--- config.mk ---
export PLATFORM = sky130hd
export DESIGN_NAME = md_seq
export DESIGN_NICKNAME = d
export VERILOG_FILES = /design/src/rtl/md_seq.sv
export SDC_FILE = /design/constraint.sdc
export NUM_CORES = 1
export LEC_CHECK = 0
export CORE_ASPECT_RATIO = 0.8
export CORE_MARGIN = 2
export CORE_UTILIZATION = 60
export CTS_BUF_LIST = sky130_fd_sc_hd__clkbuf_8
export DETAILED_ROUTE_END_ITERATION = 12
export GPL_ROUTABILITY_DRIVEN = 0
export HOLD_SLACK_MARGIN = 0.15
export MAX_ROUTING_LAYER = met4
export PLACE_DENSITY = 0.83
export SLEW_MARGIN = 20
export SYNTH_ARGS = -nofsm -noshare
export SYNTH_HDL_FRONTEND = slang
export SYNTH_SLANG_ARGS = --single-unit
--- constraint.sdc ---
create_clock -name clk -period 4.75 [get_ports clk]
set_input_delay 0.95 -clock clk [delete_from_list [all_inputs] [get_ports clk]]
set_output_delay 0.95 -clock clk [all_outputs]
set_load 0.05 [all_outputs]
--- src/rtl/md_seq.sv ---
// HI/LO multiply-divide sequencer: 32-step radix-2 MULT/MULTU/DIV/DIVU, plus MTHI/MTLO moves.
// Latency: start at edge N -> HI/LO valid after edge N+34 (MULT/MULTU after N+3 with MD_FAST_MUL_EN).
// Backpressure: while busy, start/mthi/mtlo/hilo_rd raise stall and are ignored until idle.
module md_seq (
    input  logic        clk,
    input  logic        rst,
    input  logic        start,
    input  logic [1:0]  md_op,
    input  logic [31:0] src_a,
    input  logic [31:0] src_b,
    input  logic        mthi,
    input  logic        mtlo,
    input  logic        hilo_rd,
    input  logic        flush,
    output logic [31:0] hi,
    output logic [31:0] lo,
    output logic        busy,
    output logic        stall,
    output logic        dz
);

    typedef enum logic [1:0] {S_IDLE, S_CALC, S_FIX} state_t;

    state_t      r_state;
    state_t      w_state_nxt;
    logic [1:0]  r_op;
    logic        r_sign_a;
    logic        r_sign_b;
    logic [31:0] r_b;
    logic [63:0] r_acc;
    logic [4:0]  r_cnt;
    logic        r_fix_ph;
    logic [31:0] r_hi;
    logic [31:0] r_lo;
    logic        r_dz;

    logic        w_is_div;
    logic        w_signed;
    logic        w_go;
    logic        w_calc_done;
    logic        w_fast;
    logic [31:0] w_abs_a;
    logic [31:0] w_abs_b;
    logic [32:0] w_mul_sum;
    logic [63:0] w_mul_step;
    logic [32:0] w_rem_sh;
    logic [33:0] w_diff;
    logic [63:0] w_div_step;
    logic [63:0] w_calc_nxt;
    logic        w_neg_q;
    logic        w_neg_r;
    logic [63:0] w_fix;
    logic        w_div_zero;

    assign w_is_div = r_op[1];
    assign w_signed = ~r_op[0];
    assign w_go     = start & ~flush;
    assign w_abs_a  = (!md_op[0] && src_a[31]) ? (32'd0 - src_a) : src_a;
    assign w_abs_b  = (!md_op[0] && src_b[31]) ? (32'd0 - src_b) : src_b;

`ifdef MD_FAST_MUL_EN
    assign w_fast = ~w_is_div;
`else
    assign w_fast = 1'b0;
`endif

    assign w_calc_done = (r_cnt == 5'd31) | w_fast;

    // Multiply: accumulate into the upper half, shift the multiplier out of the lower half.
    assign w_mul_sum  = {1'b0, r_acc[63:32]} + (r_acc[0] ? {1'b0, r_b} : 33'd0);
    assign w_mul_step = {w_mul_sum, r_acc[31:1]};

    // Divide: upper half is the remainder, lower half shifts dividend out and quotient in.
    assign w_rem_sh   = r_acc[63:31];
    assign w_diff     = {1'b0, w_rem_sh} - {2'b00, r_b};
    assign w_div_step = w_diff[33] ? {r_acc[62:0], 1'b0}
                                   : {w_diff[31:0], r_acc[30:0], 1'b1};

    always_comb begin
        w_calc_nxt = w_is_div ? w_div_step : w_mul_step;
`ifdef MD_FAST_MUL_EN
        if (w_fast) begin
            w_calc_nxt = {32'd0, r_acc[31:0]} * {32'd0, r_b};
        end
`endif
    end

    assign w_neg_q    = w_signed & (r_sign_a ^ r_sign_b);
    assign w_neg_r    = w_signed & r_sign_a;
    assign w_fix      = w_is_div ? {(w_neg_r ? (32'd0 - r_acc[63:32]) : r_acc[63:32]),
                                    (w_neg_q ? (32'd0 - r_acc[31:0])  : r_acc[31:0])}
                                 : (w_neg_q ? (64'd0 - r_acc) : r_acc);
    assign w_div_zero = w_is_div & (r_b == 32'd0);

    always_comb begin
        w_state_nxt = r_state;
        case (r_state)
            S_IDLE:  if (w_go) w_state_nxt = S_CALC;
            S_CALC:  if (flush) w_state_nxt = S_IDLE;
                     else if (w_calc_done) w_state_nxt = S_FIX;
            S_FIX:   if (flush || r_fix_ph) w_state_nxt = S_IDLE;
            default: w_state_nxt = S_IDLE;
        endcase
    end

    always_ff @(posedge clk or negedge rst) begin
        if (!rst) begin
            r_state  <= S_IDLE;
            r_op     <= 2'd0;
            r_sign_a <= 1'b0;
            r_sign_b <= 1'b0;
            r_b      <= 32'd0;
            r_acc    <= 64'd0;
            r_cnt    <= 5'd0;
            r_fix_ph <= 1'b0;
            r_hi     <= 32'd0;
            r_lo     <= 32'd0;
            r_dz     <= 1'b0;
        end else begin
            r_state <= w_state_nxt;
            r_dz    <= 1'b0;
            case (r_state)
                S_IDLE: begin
                    if (w_go) begin
                        r_op     <= md_op;
                        r_sign_a <= src_a[31];
                        r_sign_b <= src_b[31];
                        r_acc    <= {32'd0, w_abs_a};
                        r_b      <= w_abs_b;
                        r_cnt    <= 5'd0;
                        r_fix_ph <= 1'b0;
                    end else if (!start) begin
                        if (mthi) r_hi <= src_a;
                        if (mtlo) r_lo <= src_a;
                    end
                end
                S_CALC: begin
                    if (!flush) begin
                        r_acc <= w_calc_nxt;
                        r_cnt <= r_cnt + 5'd1;
                    end
                end
                S_FIX: begin
                    // Sign fix is registered first; HI/LO commit on the second FIX cycle.
                    if (!flush) begin
                        if (!r_fix_ph) begin
                            r_acc    <= w_fix;
                            r_fix_ph <= 1'b1;
                        end else if (w_div_zero) begin
                            r_dz <= 1'b1;
                        end else begin
                            r_hi <= r_acc[63:32];
                            r_lo <= r_acc[31:0];
                        end
                    end
                end
                default: ;
            endcase
        end
    end

    assign busy  = (r_state != S_IDLE);
    assign stall = busy & (start | mthi | mtlo | hilo_rd);
    assign hi    = r_hi;
    assign lo    = r_lo;
    assign dz    = r_dz;

endmodule
==> run summary, run 1 <==
Placed cell count = 2,238
Resize count post-CTS = 0
CTS max path bufs = 2
Top Ports = 140
Arrival time worst endpoint = 4640 ps
WP buf/inv = 2
CP Class = flip-flop to flip-flop
Worst hold path type = flip-flop to flip-flop
Gate power share = 68.6%
Max Fclk = 0.236 GHz
Sequential Power Share = 23.1%
Nets@finish = 2,095
CTS clk-pin slew, worst paths = 120 ps
Starting density of the core = 61.5%
Post-CTS Setup Bufs = 0
DR vias/cell = 6.67
Crit Reg-Reg Startpoint = r_acc[0]
CP top delay family = compound AO/OA/AOI/OAI gates
Post-synthesis cell count = 1,871
Maxcap violations = 0
Pwr per Cell Area = 809 nW/µm²
Max VDD drop = 0.623 mV
Worst Setup End Kind = flip-flop
I/O Buffers = 139
CP dominant cell by count = a21oi_1
Least-Margin Pin Slew = 1110 ps
Share of post-route cells with drive strength above 1 = 4.95%
Final ANT Viol Nets = 0
Post-synth cell types = 76
Die ar. = 25,400 µm²
Largest net degree at the start of global routing = 106
Final setup skew = 20.7 ps
Syn_nets = 2,020
Drt pass-1 iters = 7
Placed inst area = 16,100 µm²
Largest stage delay, worst path = 630 ps
GRT Util Overall = 37.5%
Final TNS setup = 0 ps
H-Tree Depth = 4
Antenna violations before repair = 1
Internal power = 0.00588 W
GR Overflow Total = 0
Fin crit period = 4240 ps
Tcrit/Tclk final = 89.3%
Final hold viol count = 0
Max Transition Viols Final = 0
Pleak = 7.13 nW
Layout Cells excl Fill = 2,271
Clock network power share = 8.3%
First-pass GRT wire length = 73,100 µm
CP Launch Type = flip-flop
TritonCTS Buffers = 17
Root buf cell = clkbuf_8
RSZ-0062 raised after global routing = no
Worst reg2reg path depth = 14
DRC viols = 0
Skew-Pair Late Insertion Delay = 490 ps
Crit path cell chain = inv_1, buf_4, nor2_1, ha_1, a21oi_1, o21ai_0, a2111oi_0, a22oi_1, a2111o_1, a31oi_1, o21bai_1, a21oi_1, nor4_1, a211o_1
Cell at the slowest stage of the critical path = a2111oi_0
Dpl hpwl = 34,300 µm
Hold path start = hi[13]
Main synth FF type = dfrtp_1
DR iter-0 viols = 2,126
Worst Path Max Fanout = 31
Worst Hold Path EP = hi[13]
CTS tree = built
EDFF count, synth = 0
Final number of setup-violating endpoints = 0
Critical Path RT = 5150 ps
Status = completed
Mapped Area = 14,500 µm²
Drt wl/cell = 20.4 µm
Fraction of registers with async set/reset = 100%
Seq/Total Area, Yosys = 29.9%
Core Area = 23,600 µm²
Num Clock Sinks = 173
Routed WL = 46,200 µm
Net Sw Frac = 56.0%
Row count = 50
Critical Path Stages = 14
Vias = 15,100
Warnings, synthesis = 0
Synthesized flop and latch total = 173
Switch Pwr = 0.00749 W
Finished layout cell area = 16,500 µm²
Post-CTS Hold Buffers = 0
Rel. slew slack = 26.2%
Reg2reg setup slack = 510 ps
Power Total = 0.0134 W
Hold Path Cell Cnt = 2
Mean area per synthesized cell = 7.75 µm²
Die Y = 143 µm
Chip width = 178 µm
Vias in the first global route = 13,900
Fillers = 1,908
Layout Area Growth over Synthesis = 14.0%
Worst reg2reg endpoint = r_acc[62]
==> cells in the mapped netlist, types with 16 or more instances <==
cell type	count	area share [%]
a211oi_1	16	0.83
a21o_1	38	2.0
a21oi_1	153	5.3
a31oi_1	25	1.1
clkbuf_1	101	2.6
dfrtp_1	173	30
ha_1	74	6.4
inv_1	66	1.7
mux2i_1	59	4.1
nand2_1	225	5.8
nand3_1	22	0.76
nor2_1	145	3.8
nor2b_1	32	1.4
nor3_1	46	1.6
nor4_1	31	1.3
o211ai_1	16	0.83
o21ai_0	246	8.5
o221ai_1	25	1.5
o31ai_1	22	1.1
or3_1	20	0.86
xnor2_1	74	4.5
xor2_1	58	3.5
==> tightest hold or removal path: cells and delay by family (launching register included) <==
kind	cells	cell delay [ps]
AOI/OAI and AO/OA	1	60
and+or+nand+nor	1	40
DFF	1	360
==> power groups by stage <==
| stage | combinational (W) | sequential [W] | clock [W] |
|---|---|---|---|
| finish | 0.00917 | 0.00310 | 0.00111 |
| global route | 0.00995 | 0.00317 | 0.00118 |
| CTS | 0.00892 | 0.00305 | 0.00111 |
| detailed placement | 0.00888 | 0.00307 | 0 |
| global placement | 0.00865 | 0.00304 | 0 |
| floorplan | 0.00572 | 0.00359 | 0 |
==> routing by layer <==
| layer | share of wire, % | global-route usage (%) |
|---|---|---|
| met3 | 12 | 9.24 |
| met4 | 3.2 | 12.7 |
| met5 | 0 | - |
| met1 | 43 | 52.9 |
| met2 | 42 | 52.3 |
==> layout make-up <==
cell class	instances	area [µm²]	share of cell area, %
sequential	173	4330	26.2
clock inverter	14	169	1.02
antenna	1	2.50	0.0151
timing repair buffer	171	1660	10.0
inverter	68	255	1.54
clock buffer	17	234	1.41
tap	312	390	2.36
multi-input combinational	1515	9500	57.4
==> sequential cells by signal, indices dropped and copies added (netlist names) <==
register / cells
hi: 32
r_cnt: 5
r_fix_ph: 1
r_sign_b: 1
r_op: 2
r_acc: 64
r_sign_a: 1
r_b: 32
dz: 1
r_state: 2
lo: 32
==> cells by family after synthesis <==
group	share of synthesized area, %
flip-flops	29.9
AO/OA/AOI/OAI	25.7
adder cells (fa/ha/maj)	6.66
AND/OR/NAND/NOR	20.6
multiplexers	4.38
buffers and inverters	4.82
XOR/XNOR	7.97
==> worst max path at each step <==
stage                   from   endpoint  slack, ps
global route        r_acc[0]  r_acc[62]        260
CTS                 r_acc[0]  r_acc[62]        710
finish              r_acc[0]  r_acc[62]        510
floorplan           r_acc[0]  r_acc[62]       1030
global placement       flush  r_acc[60]        490
detailed placement     flush  r_acc[50]        400
==> stage by stage <==
stage | util, % | setup WS, ps | hold WS (ps)
finish | 70.1 | 507 | 487
global route | 70.1 | 257 | 523
CTS | 70.0 | 710 | 491
detailed placement | 68.3 | 404 | 470
global placement | 68.3 | 493 | 461
floorplan | - | 1030 | 457
==> cells in the final DEF (no fill, tap or decap), types with 58 or more instances in the layout <==
cell type	count
a21oi_1	153
nor2_1	145
ha_1	72
xor2_1	58
nand2_1	225
xnor2_1	74
mux2i_1	59
dfrtp_1	172
inv_1	66
o21ai_0	246
clkdlybuf4s50_1	138
Power figures use the tool's default switching activity.
==> run 2: changes to the inputs <==
CORE_UTILIZATION = 65   (was 60)
PLACE_DENSITY = 0.89   (was 0.83)
clock period = 5.1 ns   (was 4.75 ns; I/O delays follow)
==> run summary, run 2 (synthesized netlist as in run 1, its figures left out) <==
Status = completed
Layout Area Growth over Synthesis = 13.8%
Commonest non-fill, non-tap cells in the layout = 246 x o21ai_0, 225 x nand2_1, 172 x dfrtp_1, 153 x a21oi_1, 145 x nor2_1
Top reg by flops = r_acc
Rel. slew slack = 29.9%
Worst Hold Path EP = lo[27]
CP Class = input port to flip-flop
Resize count post-CTS = 0
Hold Path Cell Cnt = 2
Vias in the first global route = 13,800
Die Y = 138 µm
Worst Path Max Fanout = 14
CTS tree = built
Maxcap violations = 0
Worst reg2reg path depth = 13
Post-CTS Setup Bufs = 0
CTS max path bufs = 2
Post-CTS Hold Buffers = 0
Drt wl/cell = 20.7 µm
Reg2reg setup slack = 760 ps
Post-layout util = 75.9%
Final hold viol count = 0
Nets@finish = 2,095
Max Transition Viols Final = 0
I/O Buffers = 139
TritonCTS Buffers = 17
Crit Reg-Reg Startpoint = r_b[1]
DR vias/cell = 6.83
Power Total = 0.0125 W
CP Launch Type = input port
Final ANT Viol Nets = 0
Largest net degree at the start of global routing = 88
Number of flip-flops in the largest register = 64
Antenna violations before repair = 0
Vias = 15,400
Pleak = 7.13 nW
Max VDD drop = 0.985 mV
Top Ports = 140
DRC viols = 0
Routed WL = 46,700 µm
Chip width = 171 µm
H-Tree Depth = 4
Dpl hpwl = 34,200 µm
Final number of setup-violating endpoints = 0
Root buf cell = clkbuf_8
RSZ-0062 raised after global routing = no
Skew-Pair Late Insertion Delay = 480 ps
Num Clock Sinks = 173
Pwr per Cell Area = 760 nW/µm²
Final TNS setup = 0 ps
Worst hold path type = flip-flop to flip-flop
Core Area = 21,700 µm²
First-pass GRT wire length = 72,500 µm
GRT Util Overall = 40.3%
Least-Margin Pin Slew = 1050 ps
Most common cell after layout, fill and taps aside = o21ai_0
Worst reg2reg endpoint = r_acc[46]
Drt pass-1 iters = 7
Final setup skew = 14.8 ps
GR Overflow Total = 0
Starting density of the core = 66.7%
Max Fclk = 0.228 GHz
Die ar. = 23,500 µm²
Antenna Cells = 0
Worst Setup End Kind = flip-flop
Arrival time worst endpoint = 4790 ps
Fin crit period = 4390 ps
CTS clk-pin slew, worst paths = 100 ps
Hold path start = lo[27]
Row count = 48
DR iter-0 viols = 2,320
Critical Path RT = 5490 ps
Share of post-route cells with drive strength above 1 = 4.90%
Tcrit/Tclk final = 86.2%
==> run 2: changes by cell type in the layout (fill, tap and decap cells not counted), sizes merged <==
cell	previous run	this run
clkinv	5	2
clkinvlp	0	3
bufinv	1	2
clkbuf	17	18
diode	1	0
inv	76	75
==> run 2: power breakdown <==
part / internal (W) / leakage (nW) / switching (W)
Sequential: 0.00202 / 2.20 / 0.000882
Combinational: 0.00303 / 4.73 / 0.00557
Clock: 0.000460 / 0.202 / 0.000577
==> run 2: final cells by class <==
class,count,area (µm²)
fill,1633,5240
multi-input combinational,1515,9490
inverter,68,255
sequential,173,4330
clock buffer,18,248
timing repair buffer,171,1650
clock inverter,14,158
tap,300,375
==> run 2: worst max-delay path by stage <==
stage | from | endpoint | slack (ps) | cells past startpoint
after floorplan | flush | r_acc[60] | 1320 | 12
after global placement | flush | r_acc[60] | 590 | 9
after detailed placement | flush | r_acc[60] | 440 | 9
after CTS | flush | r_acc[60] | 920 | 9
after global routing | flush | r_acc[60] | 580 | 9
final | flush | r_acc[60] | 710 | 9
==> run 2: metal layers <==
metal / wire [µm] / track usage [%]
met1: 19400 / 56.3
met3: 5800 / 8.33
met5: 0 / -
met4: 1420 / 11.7
met2: 20100 / 59.3
==> run 2: worst max-delay path, cell delays in order <==
cell and delay (ps):
clkdlybuf4s50_1 560, nand2b_1 280, and2_1 200, a2111oi_1 660, and2_1 560, and3_1 490
nand2_1 430, o41a_1 490, o211ai_1 90
==> run 2: through the flow <==
| step | hold slack (ps) | instance area, µm² | worst slack [ps] | cells |
|---|---|---|---|---|
| 6_report | 484 | 16500 | 706 | 2259 |
| 5_1_grt | 508 | 16500 | 583 | 2259 |
| 4_1_cts | 491 | 16500 | 922 | 2258 |
| 3_5_place_dp | 469 | 16100 | 444 | 2226 |
| 3_3_place_gp | 460 | 16100 | 592 | 2226 |
| 2_1_floorplan | 457 | 14500 | 1320 | 1871 |
